$ cat src/rtl/cpu_pkg.sv
// Shared types and widths for the CPU pipeline stages.
// No logic: type and width definitions only.
// No flow control: consumers apply their own handshakes.
package cpu_pkg;

    localparam int XLEN       = 32;
    localparam int REG_ADDR_W = 5;

    // MEM-stage access sequencer: IDLE issues a request, WAIT holds it until ack or timeout
    typedef enum logic {
        IDLE = 1'b0,
        WAIT = 1'b1
    } state_t;

endpackage

$ cat src/rtl/mem_wb_reg.sv
// MEM/WB pipeline register: captures writeback fields or inserts a bubble.
// Latency: 1 cycle from load_i/bubble_i to outputs.
// Backpressure: neither load nor bubble asserted means the contents are held.
module mem_wb_reg
    import cpu_pkg::*;
(
    input  logic                  clk,
    input  logic                  rst,
    input  logic                  load_i,
    input  logic                  bubble_i,
    input  logic [XLEN-1:0]       read_data_i,
    input  logic [XLEN-1:0]       alu_result_i,
    input  logic [REG_ADDR_W-1:0] rd_i,
    input  logic                  reg_write_i,
    input  logic                  mem_to_reg_i,
    output logic [XLEN-1:0]       read_data_o,
    output logic [XLEN-1:0]       alu_result_o,
    output logic [REG_ADDR_W-1:0] rd_o,
    output logic                  reg_write_o,
    output logic                  mem_to_reg_o
);

    // Bubble clears only the write-enabling controls; data fields keep their old values
    always_ff @(posedge clk) begin
        if (rst) begin
            read_data_o  <= '0;
            alu_result_o <= '0;
            rd_o         <= '0;
            reg_write_o  <= 1'b0;
            mem_to_reg_o <= 1'b0;
        end else if (bubble_i) begin
            reg_write_o  <= 1'b0;
            mem_to_reg_o <= 1'b0;
        end else if (load_i) begin
            read_data_o  <= read_data_i;
            alu_result_o <= alu_result_i;
            rd_o         <= rd_i;
            reg_write_o  <= reg_write_i;
            mem_to_reg_o <= mem_to_reg_i;
        end
    end

endmodule

$ cat src/rtl/mem_wb_stage.sv
// MEM stage: branch resolve, data-memory req/ack access with timeout, MEM/WB register.
// Latency: 1 cycle for non-memory ops; memory ops take 2+ cycles (issue, then wait for ack).
// Backpressure: mem_stall holds upstream from issue until ack or timeout completes the access.
module mem_wb_stage
    import cpu_pkg::*;
#(
    parameter int              TIMEOUT  = 16,
    parameter logic [XLEN-1:0] ERR_DATA = 32'h0000_0000
) (
    input  logic                  clk,
    input  logic                  rst,
    input  logic [XLEN-1:0]       EX_MEM_adder_result,
    input  logic                  EX_MEM_zero,
    input  logic [XLEN-1:0]       EX_MEM_alu_result,
    input  logic [XLEN-1:0]       EX_MEM_read2_data,
    input  logic [REG_ADDR_W-1:0] EX_MEM_RD,
    input  logic                  EX_MEM_RegWrite,
    input  logic                  EX_MEM_MemtoReg,
    input  logic                  EX_MEM_MemWrite,
    input  logic                  EX_MEM_MemRead,
    input  logic                  EX_MEM_Branch,
    output logic                  dmem_req,
    output logic                  dmem_we,
    output logic [XLEN-1:0]       dmem_addr,
    output logic [XLEN-1:0]       dmem_wdata,
    input  logic                  dmem_ack,
    input  logic [XLEN-1:0]       dmem_rdata,
    output logic                  PCSrc,
    output logic [XLEN-1:0]       branch_target,
    output logic                  mem_stall,
    output logic                  mem_err,
    output logic [XLEN-1:0]       MEM_WB_read_data,
    output logic [XLEN-1:0]       MEM_WB_alu_result,
    output logic [REG_ADDR_W-1:0] MEM_WB_RD,
    output logic                  MEM_WB_RegWrite,
    output logic                  MEM_WB_MemtoReg
);

    localparam int              CNT_W    = $clog2(TIMEOUT + 1);
    localparam logic [CNT_W-1:0] CNT_LAST = CNT_W'(TIMEOUT - 1);
    localparam logic [CNT_W-1:0] CNT_SAT  = {CNT_W{1'b1}};

    state_t           state_q;
    logic [CNT_W-1:0] cnt_q;
    logic             memop;
    logic             timeout_hit;
    logic             done;
    logic             wb_bubble;
    logic             wb_load;
    logic [XLEN-1:0]  wb_read_data_d;

    assign memop       = EX_MEM_MemRead | EX_MEM_MemWrite;
    // A timeout on the final wait cycle completes the access exactly like an ack would
    assign timeout_hit = (state_q == WAIT) && !dmem_ack && (cnt_q == CNT_LAST);
    assign done        = (state_q == WAIT) && (dmem_ack || timeout_hit);
    assign mem_stall   = ((state_q == IDLE) && memop) || ((state_q == WAIT) && !done);
    assign wb_bubble   = (state_q == IDLE) && memop;
    assign wb_load     = !mem_stall;

    assign PCSrc         = EX_MEM_Branch & EX_MEM_zero & ~mem_stall;
    assign branch_target = EX_MEM_adder_result;

    // Load data only for a pure read; a simultaneous read+write is treated as a store
    always_comb begin
        wb_read_data_d = '0;
        if (state_q == WAIT) begin
            if (timeout_hit) begin
                wb_read_data_d = ERR_DATA;
            end else if (dmem_ack && EX_MEM_MemRead && !EX_MEM_MemWrite) begin
                wb_read_data_d = dmem_rdata;
            end
        end
    end

    // Access sequencer: issue registered request, hold it stable, drop it on ack/timeout/reset
    always_ff @(posedge clk) begin
        if (rst) begin
            state_q    <= IDLE;
            cnt_q      <= '0;
            dmem_req   <= 1'b0;
            dmem_we    <= 1'b0;
            dmem_addr  <= '0;
            dmem_wdata <= '0;
            mem_err    <= 1'b0;
        end else begin
            case (state_q)
                IDLE: begin
                    if (memop) begin
                        dmem_req   <= 1'b1;
                        dmem_we    <= EX_MEM_MemWrite;
                        dmem_addr  <= EX_MEM_alu_result;
                        dmem_wdata <= EX_MEM_read2_data;
                        cnt_q      <= '0;
                        state_q    <= WAIT;
                    end
                end
                WAIT: begin
                    if (done) begin
                        dmem_req <= 1'b0;
                        state_q  <= IDLE;
                        if (timeout_hit) begin
                            mem_err <= 1'b1;
                        end
                    end else if (cnt_q != CNT_SAT) begin
                        cnt_q <= cnt_q + 1'b1;
                    end
                end
                default: state_q <= IDLE;
            endcase
        end
    end

    mem_wb_reg u_mem_wb_reg (
        .clk          (clk),
        .rst          (rst),
        .load_i       (wb_load),
        .bubble_i     (wb_bubble),
        .read_data_i  (wb_read_data_d),
        .alu_result_i (EX_MEM_alu_result),
        .rd_i         (EX_MEM_RD),
        .reg_write_i  (EX_MEM_RegWrite),
        .mem_to_reg_i (EX_MEM_MemtoReg),
        .read_data_o  (MEM_WB_read_data),
        .alu_result_o (MEM_WB_alu_result),
        .rd_o         (MEM_WB_RD),
        .reg_write_o  (MEM_WB_RegWrite),
        .mem_to_reg_o (MEM_WB_MemtoReg)
    );

endmodule

$ cat config.mk
export PLATFORM = sky130hd
export DESIGN_NAME = mem_wb_stage
export DESIGN_NICKNAME = d
export VERILOG_FILES = /design/src/rtl/cpu_pkg.sv /design/src/rtl/mem_wb_reg.sv /design/src/rtl/mem_wb_stage.sv
export SDC_FILE = /design/constraint.sdc
export NUM_CORES = 1
export LEC_CHECK = 0
export ABC_CLOCK_PERIOD_IN_PS = 3400
export CAP_MARGIN = 10
export CORE_AREA = 2 2 122 124
export CTS_CLUSTER_DIAMETER = 200
export DETAILED_ROUTE_END_ITERATION = 10
export DIE_AREA = 0 0 124 126
export HOLD_SLACK_MARGIN = 0.12
export PLACE_DENSITY = 0.88
export SLEW_MARGIN = 30
export SYNTH_ARGS = -nofsm -noshare
export SYNTH_HDL_FRONTEND = slang
export SYNTH_SLANG_ARGS = --single-unit
$ cat constraint.sdc
create_clock -name clk -period 3.4 [get_ports clk]
set_input_delay 0.68 -clock clk [delete_from_list [all_inputs] [get_ports clk]]
set_output_delay 0.68 -clock clk [all_outputs]
set_load 0.01 [all_outputs]
# ---- Word-level counts from Yosys, hierarchy flattened
# Index checks and enable logic that the tools add are counted.
dict set report classes {
  n_addsub 1
  n_eq_ne 6
  mux 13
  bitwise 6
  reduce_logical 18
}
# operator count
set ops {}
lappend ops {{two-way mux 32 bit} 3}
lappend ops {{two-way mux 5 bit} 3}
lappend ops {{case mux 5 bit (2 select lines)} 1}
lappend ops {{logical AND 1 bit} 7}
lappend ops {{AND reduction 2 bit} 3}
lappend ops {{AND reduction 3 bit} 2}
lappend ops {{adder 5 x 1 -> 5 bit (second input constant)} 1}
lappend ops {{equality test 5 x 4 -> 1 bit (second input constant)} 1}
lappend ops {{!= test 5 bit (second input constant)} 1}
lappend ops {{two-way mux 1 bit} 4}
lappend ops {{!= test 2 x 1 -> 1 bit (second input constant)} 2}
lappend ops {{!= test 2 bit (second input constant)} 2}
lappend ops {{case mux 1 bit (2 select lines)} 2}
lappend ops {{logical NOT 1 bit} 3}
lappend ops {{NOT 1 bit} 3}
lappend ops {{AND 1 bit} 2}
lappend ops {{logical OR 1 bit} 2}
lappend ops {{OR reduction 2 bit} 1}
lappend ops {{OR 1 bit} 1}
dict set report totals {
  ff_bits 144
  output_inout_bits 172
}

# ---- Logic depth before layout (Yosys ltp)
dict set report depth {
  word_depth 10
  ltp_mapped 9
  mapped_depth_nobuf 6
}

# ---- By module
# Synthesis repeated with hierarchy kept, for this count alone.
dict set report unflattened {
  hier_cells 718
  hier_area_um2 6309.8
}
# mod instances cells_per_inst area_per_inst_um2
set by_module_without_submodules {}
lappend by_module_without_submodules {mem_wb_reg 1 321 3253.1}
lappend by_module_without_submodules {mem_wb_stage 1 397 3056.7}

# ---- Least setup slack after synthesis
# Ideal clock, no wire load.
dict set report synth_timing {
  path_type {register to output}
  start {reg cnt_q[0]}
  end {out PCSrc}
  arrival_ns 1.572
  t_required_ns 2.720
  slack_ns 1.148
  stages_incl_launch_ff 7
  cell_sequence {dfxtp_1 > ha_1 > and3_1 > ha_1 > nor3b_1 > nor2_1 > and3_1}
}
dict set report synth_between {
  elab_chain_len 9
}
# item line
set synth_lines {}
lappend synth_lines {{start, declared} mem_wb_stage.sv:44} ;# logic [CNT_W-1:0] cnt_q;
lappend synth_lines {{start signal, assigned} mem_wb_stage.sv:105} ;# cnt_q <= cnt_q + 1'b1;
lappend synth_lines {{equality test 5 x 4 -> 1 bit} mem_wb_stage.sv:54} ;# assign timeout_hit = (state_q == WAIT) && !dmem_ack && (cnt_q == CNT_LAST);
lappend synth_lines {{logical AND 1 bit} mem_wb_stage.sv:54}
lappend synth_lines {{logical OR 1 bit} mem_wb_stage.sv:55} ;# assign done = (state_q == WAIT) && (dmem_ack || timeout_hit);
lappend synth_lines {{logical AND 1 bit} mem_wb_stage.sv:55}
lappend synth_lines {{logical NOT 1 bit} mem_wb_stage.sv:56} ;# assign mem_stall = ((state_q == IDLE) && memop) || ((state_q == WAIT) && !done);
lappend synth_lines {{logical AND 1 bit} mem_wb_stage.sv:56}
lappend synth_lines {{logical OR 1 bit} mem_wb_stage.sv:56}
lappend synth_lines {{NOT 1 bit (no source line)} -}
lappend synth_lines {{AND 1 bit} mem_wb_stage.sv:60} ;# assign PCSrc = EX_MEM_Branch & EX_MEM_zero & ~mem_stall;
lappend synth_lines {{end, declared} mem_wb_stage.sv:28} ;# output logic PCSrc,
# No other way between the ends.

# ---- Worst setup path in the final report
# Ends and elaborated chain as after synthesis.

==> reports/metrics.cfg <==
[run_status]
status=finished clean

[finish]
drive_gt1_share_pct=5.62
multiInputGateArea_um2=1960
area_growth_pct=55.9
nFillCells=1228
final_area_um2=8240
nNetsFinal=953
stdcell_count=1003
diodes=0
seqCellArea_um2=2880

[routing]
ant_nets=0
drt_iter0_drc=194
vias_per_cell=5.04
wire_per_inst_um=15.8
firstDrtPassIters=5
vias=5055
drc_errors=0
detail_route.wirelength_mm=15.9

[global_routing]
antenna_found_initial=0
first_global_vias=4882
grt_first_pass_wirelength_mm=24.1
grt_max_degree=103
globalRouteTotalUtil_pct=20.0
grt_overflow_total=0

[pwr]
p_clk_share_pct=41.3
p_comb_share_pct=15.7
p_leak_nw=3.08
p_seq_share_pct=43.0
p_int_w=0.00323
switchingPower_w=0.00104
ir_worst_vdd_v=0.000295
cellPowerDensity_nw_per_um2=519
sw_frac_of_total_pct=24.4

[floorplanning]
dieWidth_um=124
die-area_um2=15600
fp.dieH_um=126
core_area_um2=14300
initial_core_util_pct=36.9
ios=314
num_rows=44

[clocking]
path_clk_slew_ns=0.05
cts-root-buf=clkbuf_16
cts_hold_buf=0
numClockSinks=144
htree_levels=4
post_cts_resized=0
postCtsSetupBuffers=0
clock_latency_ns=0.41
numCtsBuffers=17
clock_path_buffers=2
cts_tree=yes

[worst_setup_path]
reg2reg_to=u_mem_wb_reg.read_data_o[22]
r2r_slack_ns=1.16
cp-end-kind=output pin
cp_slowest_cell=clkdlybuf4s50_1
startpoint_type=register
worst-setup-path-type=register to output pin
ff2ff_path_depth=7
critical-path-max-stage-delay_ns=0.47
crit_chain=ha_1 -> and3_1 -> ha_1 -> nor3b_2 -> nor2_1 -> buf_4 -> and3_1 -> clkdlybuf4s50_1
cp-startpoint=cnt_q[0]
critPathMaxFanout=5
reg2reg_from=cnt_q[0]
worstPathArrival_ns=2.42
cp.required_ns=2.72

[placed_design]
pre_cts_slack_ns=0.322
gp_congestion=0.793
place_inst=973
hpwl_mm=11.1
io_buffers=249
dpl_cell_area_um2=7680

[synthesis]
ys_warn_count=0
syn-num-nets=757
ys_async_sr_fraction_pct=0
synth.distinct_cells=27
synth_edf_count=0
synth_area_um2=5290
yosysSeqAreaShare_pct=54.5
syn_area_per_cell_um2=8.64
synth_seq_cells=144
synth_top_flop_cell=dfxtp_1
syn_inst=612

[min_path]
hold_depth=2
hold_path_end=dmem_wdata[16]
hold_path_class=register to register
worstHoldStart=dmem_wdata[16]

[timing]
post-route-period-util_pct=91.3
slew_headroom_pct=50.3
setup_ws_ns=0.297
rsz0062_at_grt=false
period_needed_ns=3.10
worstMarginPinSlew_ns=0.745
fmax_mhz=322
hold_slack_ns=0.452
fin_worst_skew_ns=0.00696
setup-tns-final_ns=0
hold_viol=0
drv_slew=0
finalSetupViolCount=0

[flow_run]
drv_cap=0

==> cell families after synthesis <==
logic type | Yosys count | synth area share [%]
flops | 144 | 54.5
compound gates | 186 | 20.3
simple gates | 191 | 15.5
buf+inv | 88 | 8.99
fa+ha+maj | 3 | 0.710
==> flip-flops by register name, indices dropped and copies added (netlist names) <==
signal / count
dmem_addr: 32
u_mem_wb_reg.alu_result_o: 32
cnt_q: 5
dmem_wdata: 32
u_mem_wb_reg.mem_to_reg_o: 1
dmem_we: 1
u_mem_wb_reg.rd_o: 5
state_q: 1
u_mem_wb_reg.reg_write_o: 1
dmem_req: 1
u_mem_wb_reg.read_data_o: 32
mem_err: 1
==> area by class of cell <==
class,instances,area share (%)
flip-flops and latches,144,35.0
well taps,184,2.79
clock inverters,10,1.40
multi-input cells,380,23.8
clock buffers,20,5.42
repair buffers,260,31.4
inverters,5,0.228
==> synthesized netlist by cell type (2+ instances only) <==
library cell	count	area, µm²
a21oi_1	109	546
a22o_1	32	280
and3_1	2	12.5
buf_2	14	70.1
buf_4	34	255
clkbuf_1	35	131
dfxtp_1	144	2880
ha_1	3	37.5
inv_1	5	18.8
nand2_1	133	499
nand2b_1	2	12.5
nand3_1	41	205
nor2_1	3	11.3
o21ai_0	40	200
or2_0	2	12.5
or3_1	2	12.5
==> worst max-delay path by stage <==
stage,end,depth (start not counted)
floorplan,PCSrc,6
global placement,PCSrc,6
detailed placement,PCSrc,6
CTS,mem_stall,8
global route,PCSrc,8
finish,PCSrc,8
==> critical path: cells and delay by family (launching register included) <==
family	cells	cell delay [ns]
flops	1	0.33
fa+ha+maj	2	0.45
simple gates	4	0.63
buf+inv	2	0.61
==> power by group through the flow <==
stage                     combinational [W]  sequential (W)  clock, W
after floorplan                    0.000269         0.00191         0
after global placement             0.000667         0.00187         0
after detailed placement           0.000679         0.00187         0
after CTS                          0.000681         0.00184   0.00182
after global routing               0.000730         0.00185   0.00190
final                              0.000672         0.00184   0.00177
==> metrics by stage <==
stage	total power (W)	utilization (%)
2_1_floorplan	0.00218	-
3_3_place_gp	0.00253	53.6
3_5_place_dp	0.00255	53.6
4_1_cts	0.00434	57.6
5_1_grt	0.00448	57.6
6_report	0.00428	57.6
==> placed cells by master (no fill, tap or decap), types with 5 or more instances in the layout <==
| master | count |
|---|---|
| clkdlybuf4s50_1 | 248 |
| dfxtp_1 | 144 |
| nand2_1 | 133 |
| a21oi_1 | 109 |
| nand3_1 | 41 |
| o21ai_0 | 40 |
| a22o_1 | 32 |
| clkbuf_16 | 17 |
| buf_4 | 10 |
| inv_1 | 5 |
==> layer usage <==
layer	GRT usage, %	vias up	routed length (µm)
li1	-	2437	-
met1	20.5	2354	5890
met2	34.3	226	7830
met3	8.97	38	1690
met4	9.72	0	463
met5	0	-	0
(Power assumes the default switching activity.)
